### src/rtl/conv3x3_relu_pool_engine.sv
// conv3x3_relu_pool_engine: zero-padded 3x3 conv + bias, rounding, ReLU/saturate.
// Build option CONV_POOL_EN adds the 2x2 max-pool layer write.
module conv3x3_relu_pool_engine #(
  parameter int IMG_LOG2 = 6,
  parameter int DW       = 20,
  parameter int KW       = 20,
  parameter int FRAC     = 16
) (
  input  logic                  clk,
  input  logic                  reset,
  input  logic                  ready,
  output logic                  busy,
  input  logic                  k_we,
  input  logic [3:0]            k_idx,
  input  logic [KW-1:0]         k_data,
  output logic [2*IMG_LOG2-1:0] iaddr,
  input  logic [DW-1:0]         idata,
  output logic                  cwr,
  output logic [2:0]            csel,
  output logic [2*IMG_LOG2-1:0] caddr_wr,
  output logic [DW-1:0]         cdata_wr,
  output logic                  done
);

  localparam int L  = IMG_LOG2;
  localparam int AW = DW + KW + 5;
  localparam int PW = DW + KW + 1;

  localparam logic [2:0] S_IDLE = 3'd0;
  localparam logic [2:0] S_TAP  = 3'd1;
  localparam logic [2:0] S_ACC  = 3'd2;
  localparam logic [2:0] S_WR0  = 3'd3;
  localparam logic [2:0] S_DONE = 3'd4;
`ifdef CONV_POOL_EN
  localparam logic [2:0] S_WR1  = 3'd5;
`endif

  logic [2:0]           r_state;
  logic [3:0]           r_tap;
  logic [3:0]           r_ptap;
  logic                 r_tvld;
  logic [2*L-1:0]       r_pix;
  logic signed [AW-1:0] r_acc;
  logic signed [KW-1:0] r_w [0:9];
  logic                 r_busy;
  logic                 r_done;
  logic                 r_cwr;
  logic [2:0]           r_csel;
  logic [2*L-1:0]       r_iaddr;
  logic [2*L-1:0]       r_caddr;
  logic [DW-1:0]        r_cdata;

  logic [L-1:0]         w_row;
  logic [L-1:0]         w_col;
  logic [1:0]           w_dr;
  logic [1:0]           w_dc;
  logic [L+1:0]         w_rr;
  logic [L+1:0]         w_cc;
  logic                 w_tvld;
  logic signed [KW-1:0] w_wt;
  logic signed [PW-1:0] w_px;
  logic signed [PW-1:0] w_wx;
  logic signed [PW-1:0] w_prod;
  logic signed [AW-1:0] w_add;
  logic signed [AW-1:0] w_sum;
  logic signed [AW-1:0] w_bias;
  logic signed [AW-1:0] w_half;
  logic signed [AW-1:0] w_rin;
  logic signed [AW-1:0] w_rnd;
  logic [DW-1:0]        w_res;

  // traversal index is {win_row, win_col, sub}; sub walks TL, TR, BL, BR
  assign w_row = {r_pix[2*L-1:L+1], r_pix[1]};
  assign w_col = {r_pix[L:2], r_pix[0]};

  // tap t covers row offset t/3-1 and column offset t%3-1
  always_comb begin
    w_dr = 2'd0;
    w_dc = 2'd0;
    if (r_tap >= 4'd6) begin
      w_dr = 2'd2;
      w_dc = 2'(r_tap - 4'd6);
    end else if (r_tap >= 4'd3) begin
      w_dr = 2'd1;
      w_dc = 2'(r_tap - 4'd3);
    end else begin
      w_dc = r_tap[1:0];
    end
  end

  // two guard bits catch both -1 and W as out of image
  assign w_rr   = {2'b00, w_row} + {{L{1'b0}}, w_dr}
                - {{(L+1){1'b0}}, 1'b1};
  assign w_cc   = {2'b00, w_col} + {{L{1'b0}}, w_dc}
                - {{(L+1){1'b0}}, 1'b1};
  assign w_tvld = (w_rr[L+1:L] == 2'b00) && (w_cc[L+1:L] == 2'b00);

  assign w_wt   = r_w[r_ptap];
  assign w_px   = $signed({{(KW+1){1'b0}}, idata});
  assign w_wx   = $signed({{(DW+1){w_wt[KW-1]}}, w_wt});
  assign w_prod = w_px * w_wx;
  assign w_add  = r_tvld ? {{(AW-PW){w_prod[PW-1]}}, w_prod} : '0;
  assign w_sum  = r_acc + w_add;
  assign w_bias = {{(AW-KW-FRAC){r_w[9][KW-1]}}, r_w[9], {FRAC{1'b0}}};
  assign w_half = {{(AW-FRAC){1'b0}}, 1'b1, {(FRAC-1){1'b0}}};
  assign w_rin  = w_sum + w_half;
  assign w_rnd  = w_rin >>> FRAC;

  // ReLU on negative, clamp to all-ones on overflow
  always_comb begin
    w_res = w_rnd[DW-1:0];
    if (w_rnd[AW-1])
      w_res = '0;
    else if (|w_rnd[AW-2:DW])
      w_res = '1;
  end

`ifdef CONV_POOL_EN
  logic [DW-1:0] r_max;
  logic [DW-1:0] w_max;

  assign w_max = (r_pix[1:0] == 2'd0 || w_res > r_max) ? w_res : r_max;

  // running max restarts with the TL pixel of each window
  always_ff @(posedge clk) begin
    if (reset)
      r_max <= '0;
    else if (r_state == S_ACC)
      r_max <= w_max;
  end
`endif

  // kernel/bias registers, frozen while a frame is running
  always_ff @(posedge clk) begin
    if (reset) begin
      for (int i = 0; i < 10; i++)
        r_w[i] <= '0;
    end else if (k_we && !r_busy && k_idx <= 4'd9) begin
      r_w[k_idx] <= k_data;
    end
  end

  // frame sequencer, tap pipeline and layer-write outputs
  always_ff @(posedge clk) begin
    if (reset) begin
      r_state <= S_IDLE;
      r_tap   <= '0;
      r_ptap  <= '0;
      r_tvld  <= 1'b0;
      r_pix   <= '0;
      r_acc   <= '0;
      r_busy  <= 1'b0;
      r_done  <= 1'b0;
      r_cwr   <= 1'b0;
      r_csel  <= 3'b000;
      r_iaddr <= '0;
      r_caddr <= '0;
      r_cdata <= '0;
    end else begin
      r_cwr  <= 1'b0;
      r_csel <= 3'b000;
      r_done <= 1'b0;
      case (r_state)
        S_IDLE: begin
          if (ready) begin
            r_state <= S_TAP;
            r_busy  <= 1'b1;
            r_tap   <= '0;
            r_pix   <= '0;
          end
        end
        S_TAP: begin
          r_iaddr <= {w_rr[L-1:0], w_cc[L-1:0]};
          r_tvld  <= w_tvld;
          r_ptap  <= r_tap;
          r_acc   <= (r_tap == 4'd0) ? w_bias : w_sum;
          if (r_tap == 4'd8) begin
            r_tap   <= '0;
            r_state <= S_ACC;
          end else begin
            r_tap <= r_tap + 4'd1;
          end
        end
        S_ACC: begin
          r_state <= S_WR0;
          r_cwr   <= 1'b1;
          r_csel  <= 3'b001;
          r_caddr <= {w_row, w_col};
          r_cdata <= w_res;
        end
        S_WR0: begin
          r_pix <= r_pix + {{(2*L-1){1'b0}}, 1'b1};
`ifdef CONV_POOL_EN
          if (r_pix[1:0] == 2'd3) begin
            r_state <= S_WR1;
            r_cwr   <= 1'b1;
            r_csel  <= 3'b011;
            r_caddr <= {2'b00, r_pix[2*L-1:2]};
            r_cdata <= r_max;
          end else begin
            r_state <= S_TAP;
          end
`else
          if (&r_pix) begin
            r_state <= S_DONE;
            r_done  <= 1'b1;
          end else begin
            r_state <= S_TAP;
          end
`endif
        end
`ifdef CONV_POOL_EN
        S_WR1: begin
          if (r_pix == '0) begin
            r_state <= S_DONE;
            r_done  <= 1'b1;
          end else begin
            r_state <= S_TAP;
          end
        end
`endif
        S_DONE: begin
          r_state <= S_IDLE;
          r_busy  <= 1'b0;
        end
        default: r_state <= S_IDLE;
      endcase
    end
  end

  assign busy     = r_busy;
  assign done     = r_done;
  assign cwr      = r_cwr;
  assign csel     = r_csel;
  assign iaddr    = r_iaddr;
  assign caddr_wr = r_caddr;
  assign cdata_wr = r_cdata;

endmodule

### config.mk
export PLATFORM = sky130hd
export DESIGN_NAME = conv3x3_relu_pool_engine
export DESIGN_NICKNAME = d
export VERILOG_FILES = /design/src/rtl/conv3x3_relu_pool_engine.sv
export SDC_FILE = /design/constraint.sdc
export NUM_CORES = 2
export LEC_CHECK = 0
export ABC_CLOCK_PERIOD_IN_PS = 17100
export BUFFER_PORTS_ARGS = -buffer_cell sky130_fd_sc_hd__buf_2
export CORE_ASPECT_RATIO = 1.4
export CORE_MARGIN = 2
export CORE_UTILIZATION = 47
export CTS_BUF_LIST = sky130_fd_sc_hd__clkbuf_8
export DETAILED_ROUTE_END_ITERATION = 10
export PLACE_DENSITY = 0.61
export SLEW_MARGIN = 40
export SYNTH_ARGS = -nofsm -noshare
export SYNTH_HDL_FRONTEND = slang
export SYNTH_SLANG_ARGS = --single-unit
### constraint.sdc
create_clock -name clk -period 17.1 [get_ports clk]
set_clock_uncertainty 0.05 [all_clocks]
set_input_delay 3.42 -clock clk [delete_from_list [all_inputs] [get_ports clk]]
set_output_delay 3.42 -clock clk [all_outputs]
set_load 0.1 [all_outputs]
==> flow_metrics.py <==
metrics = {
    "sta": {
        "finalCriticalPeriod_ns": 14.19,
        "maxSlewHeadroom_pct": 40.96,
        "fmax_mhz": 70.49,
        "tightest_slew_ns": 0.8857,
        "finalSetupViolCount": 0,
        "grt_setup_unrepaired": "false",
        "hold_viol_final": 0,
        "post-route-period-util_pct": 82.96,
        "slew_viol_final": 0,
        "finalSetupTns_ns": 0,
    },
    "floorplanning": {
        "io_pins": 98,
        "rows": 120,
        "initial_core_util_pct": 47.19,
        "core-area_um2": 76120,
        "die_w_um": 237.7,
        "dieHeight_um": 331.1,
        "die_area_um2": 78700,
    },
    "yosys": {
        "ys.warnings.count": 0,
        "synth-seq-cells": 440,
        "syn_area_per_cell_um2": 10.19,
        "syn-instance-count": 3527,
        "yosys-top-cells-area": "edfxtp_1, fa_1, ha_1, dfxtp_1, mux4_2",
        "synth_top_area_cell": "edfxtp_1",
        "synthDistinctLibCells": 86,
        "netlist.area_leader.share_pct": 26.75,
        "synth-main-ff-cell": "edfxtp_1",
        "netlist_area_um2": 35930,
        "async_reset_ff_share_pct": 0,
        "synth_edf_count": 320,
        "ys_seq_area_share_pct": 33.43,
    },
    "place": {
        "io_buffers": 95,
        "dp.cells": 4547,
        "gp_congestion": 0.9292,
        "dp_hpwl_um": 68890,
    },
    "clocking": {
        "clkLatencyLatePin_ns": 0.67,
        "clk_pin_slew_worst_paths_ns": 0.06,
        "clock_sinks": 440,
        "clockRootBuffer": "clkbuf_8",
        "post_cts_buffers": 0,
        "cts_hold_buffers": 0,
        "cts_resized": 0,
        "cts_made_buffers": 69,
        "cts_tree": "built",
        "cts_max_path_buffers": 3,
        "h-tree-depth": 3,
    },
    "setup_path": {
        "endpoint_kind": "register",
        "cp-start-kind": "input pin",
        "worst_path_max_delay_cell": "o211a_2",
        "critical-path-top-delay-family": "adder cells",
        "cp.required_ns": 17.57,
        "cp_max_fo": 20,
        "slowest_delay_ns": 0.65,
        "critPathBufInv": 8,
        "r2r_slack_ns": 3.33,
        "crit_arrival_ns": 14.66,
        "path_class": "input pin to register",
    },
    "min_path": {
        "min_path_type": "register to register",
    },
    "drt": {
        "vias": 25577,
        "postRouteAntennaNets": 0,
        "drt-pass1-iter-count": 7,
        "drtIter0Drc": 1284,
        "wirelength_um": 93630,
        "wl_per_cell_um": 20.06,
        "vias_per_cell": 5.479,
        "post-route-drc-count": 0,
    },
    "global_routing": {
        "antenna_found_initial": 1,
        "track_usage_pct": 24.50,
        "grt_max_degree": 65,
        "grt_pass1_vias": 26417,
        "grt_pass1_wl_um": 147600,
        "gr-total-overflow": 0,
    },
    "finish": {
        "n_fill_cell": 7106,
        "final_cells": 4668,
        "syn2layout_area_growth_pct": 8.157,
        "nets": 4261,
        "post_route_cells_drive_above_1_share_pct": 10.57,
    },
    "run": {
        "maxCapViolCount": 0,
    },
    "power": {
        "power-per-cell-area_nw_per_um2": 134.3,
        "vdd_drop_max_mv": 0.1719,
        "p_leak_nw": 16.95,
    },
    "status": {
        "status": "complete, no violations",
    },
}
where the power goes:
group | total, mW | leakage [nW] | switching [mW] | internal (mW)
combinational | 3.13 | 12.1 | 1.87 | 1.26
sequential | 1.24 | 4.17 | 0.0350 | 1.21
clock | 0.841 | 0.724 | 0.422 | 0.418
total | 5.22 | 17.0 | 2.33 | 2.89
Yosys cell counts (27+ instances only):
library cell,number
nand2_1,378
clkbuf_1,169
inv_1,486
a21o_1,43
mux4_2,99
xnor2_1,53
nand4_1,35
a21oi_1,134
ha_1,246
nor2_1,365
edfxtp_1,320
nand3_1,38
and2_1,200
xor2_1,37
dfxtp_1,120
fa_1,324
o21ai_0,59
nor3_1,27
final timing paths:
path / cells after the start / start / to
worst max-delay path: 40 / idata[10] / cdata_wr[14]$_SDFFE_PP0P_
worst min-delay path: 2 / r_ptap[1]$_SDFFE_PP0P_ / register
worst max register to register: 39 / register / cdata_wr[14]$_SDFFE_PP0P_
worst min register to register: 2 / r_ptap[1]$_SDFFE_PP0P_ / register
through the flow:
stage	power (mW)	cell area (µm²)	utilization (%)	hold WS, ns	setup WS [ns]
after floorplan	3.595	36380	-	0.3859	3.947
final	5.217	38860	51.04	0.3950	2.915
after CTS	5.303	38820	51.00	0.3932	2.982
after global placement	4.418	37550	49.33	0.3860	2.063
after detailed placement	4.427	37570	49.36	0.3926	2.274
after global routing	5.687	38850	51.04	0.4054	2.114
worst reg2reg max path, delay by kind of cell, from the launching register on:
kind	cells	cell delay (ns)
compound gates	14	4.64
xor+xnor	2	0.39
fa+ha+maj	9	4.33
buf+inv	6	0.93
flops	1	0.61
mux	2	1.37
simple gates	6	1.33
metal layers:
| metal | wire length, µm | GRT usage (%) | vias to the layer above |
|---|---|---|---|
| li1 | - | - | 11898 |
| met1 | 36740 | 28.82 | 12848 |
| met2 | 48630 | 44.39 | 636 |
| met3 | 3708 | 2.751 | 195 |
| met4 | 4560 | 12.26 | 0 |
| met5 | 0 | 0 | - |
cells by family after synthesis:
family,synth area share [%]
and+or+nand+nor,15.20
buffers and inverters,7.362
xor gates and xnor gates,2.194
AOI/OAI and AO/OA,8.627
other,0.01044
muxes,6.551
DFF,33.43
adders and majority gates,26.62
cell type report:
class                           instances  area, µm²  area share, %
Timing Repair Buffer                  130      753.2          1.938
Tap cell                              976       1221          3.143
Clock inverter                         47      276.5         0.7116
Inverter                              486       1824          4.695
Clock buffer                           71      977.2          2.515
Sequential cell                       440      12020          30.94
Multi-Input combinational cell       2516      21780          56.05
Antenna cell                            2      5.005        0.01288
placed cells by master, fill, tap and decap left out, drive strengths merged, types with 9 or more instances in the layout:
| master | count |
|---|---|
| a21oi | 138 |
| clkinv | 18 |
| mux2i | 9 |
| nand3 | 39 |
| o211ai | 14 |
| conb | 122 |
| nand2 | 378 |
| a32oi | 22 |
| a21o | 43 |
| mux4 | 99 |
| xnor2 | 53 |
| a31oi | 10 |
| clkbuf | 71 |
| nand4 | 35 |
| nor3 | 28 |
| or2 | 14 |
| inv | 511 |
| and3 | 16 |
| dfxtp | 120 |
| o21bai | 14 |
| nor2 | 365 |
| o21ai | 89 |
| edfxtp | 320 |
| ha | 246 |
| xor2 | 37 |
| a22oi | 20 |
| a311oi | 14 |
| buf | 130 |
| fa | 324 |
| nor4 | 13 |
| nor2b | 17 |
| a211oi | 28 |
| and2 | 200 |
| nand2b | 25 |
flip-flops by register name, summed over array words and instances (netlist names), named ones only:
| signal | flops |
|---|---|
| cdata_wr | 20 |
| r_pix | 12 |
| r_w | 320 |
| r_ptap | 4 |
| r_state | 3 |
| cwr | 1 |
| r_tap | 4 |
| r_tvld | 1 |
| iaddr | 12 |
| busy | 1 |
| caddr_wr | 12 |
| done | 1 |
| r_acc | 45 |
No activity file was read; power rests on OpenSTA's default activity.
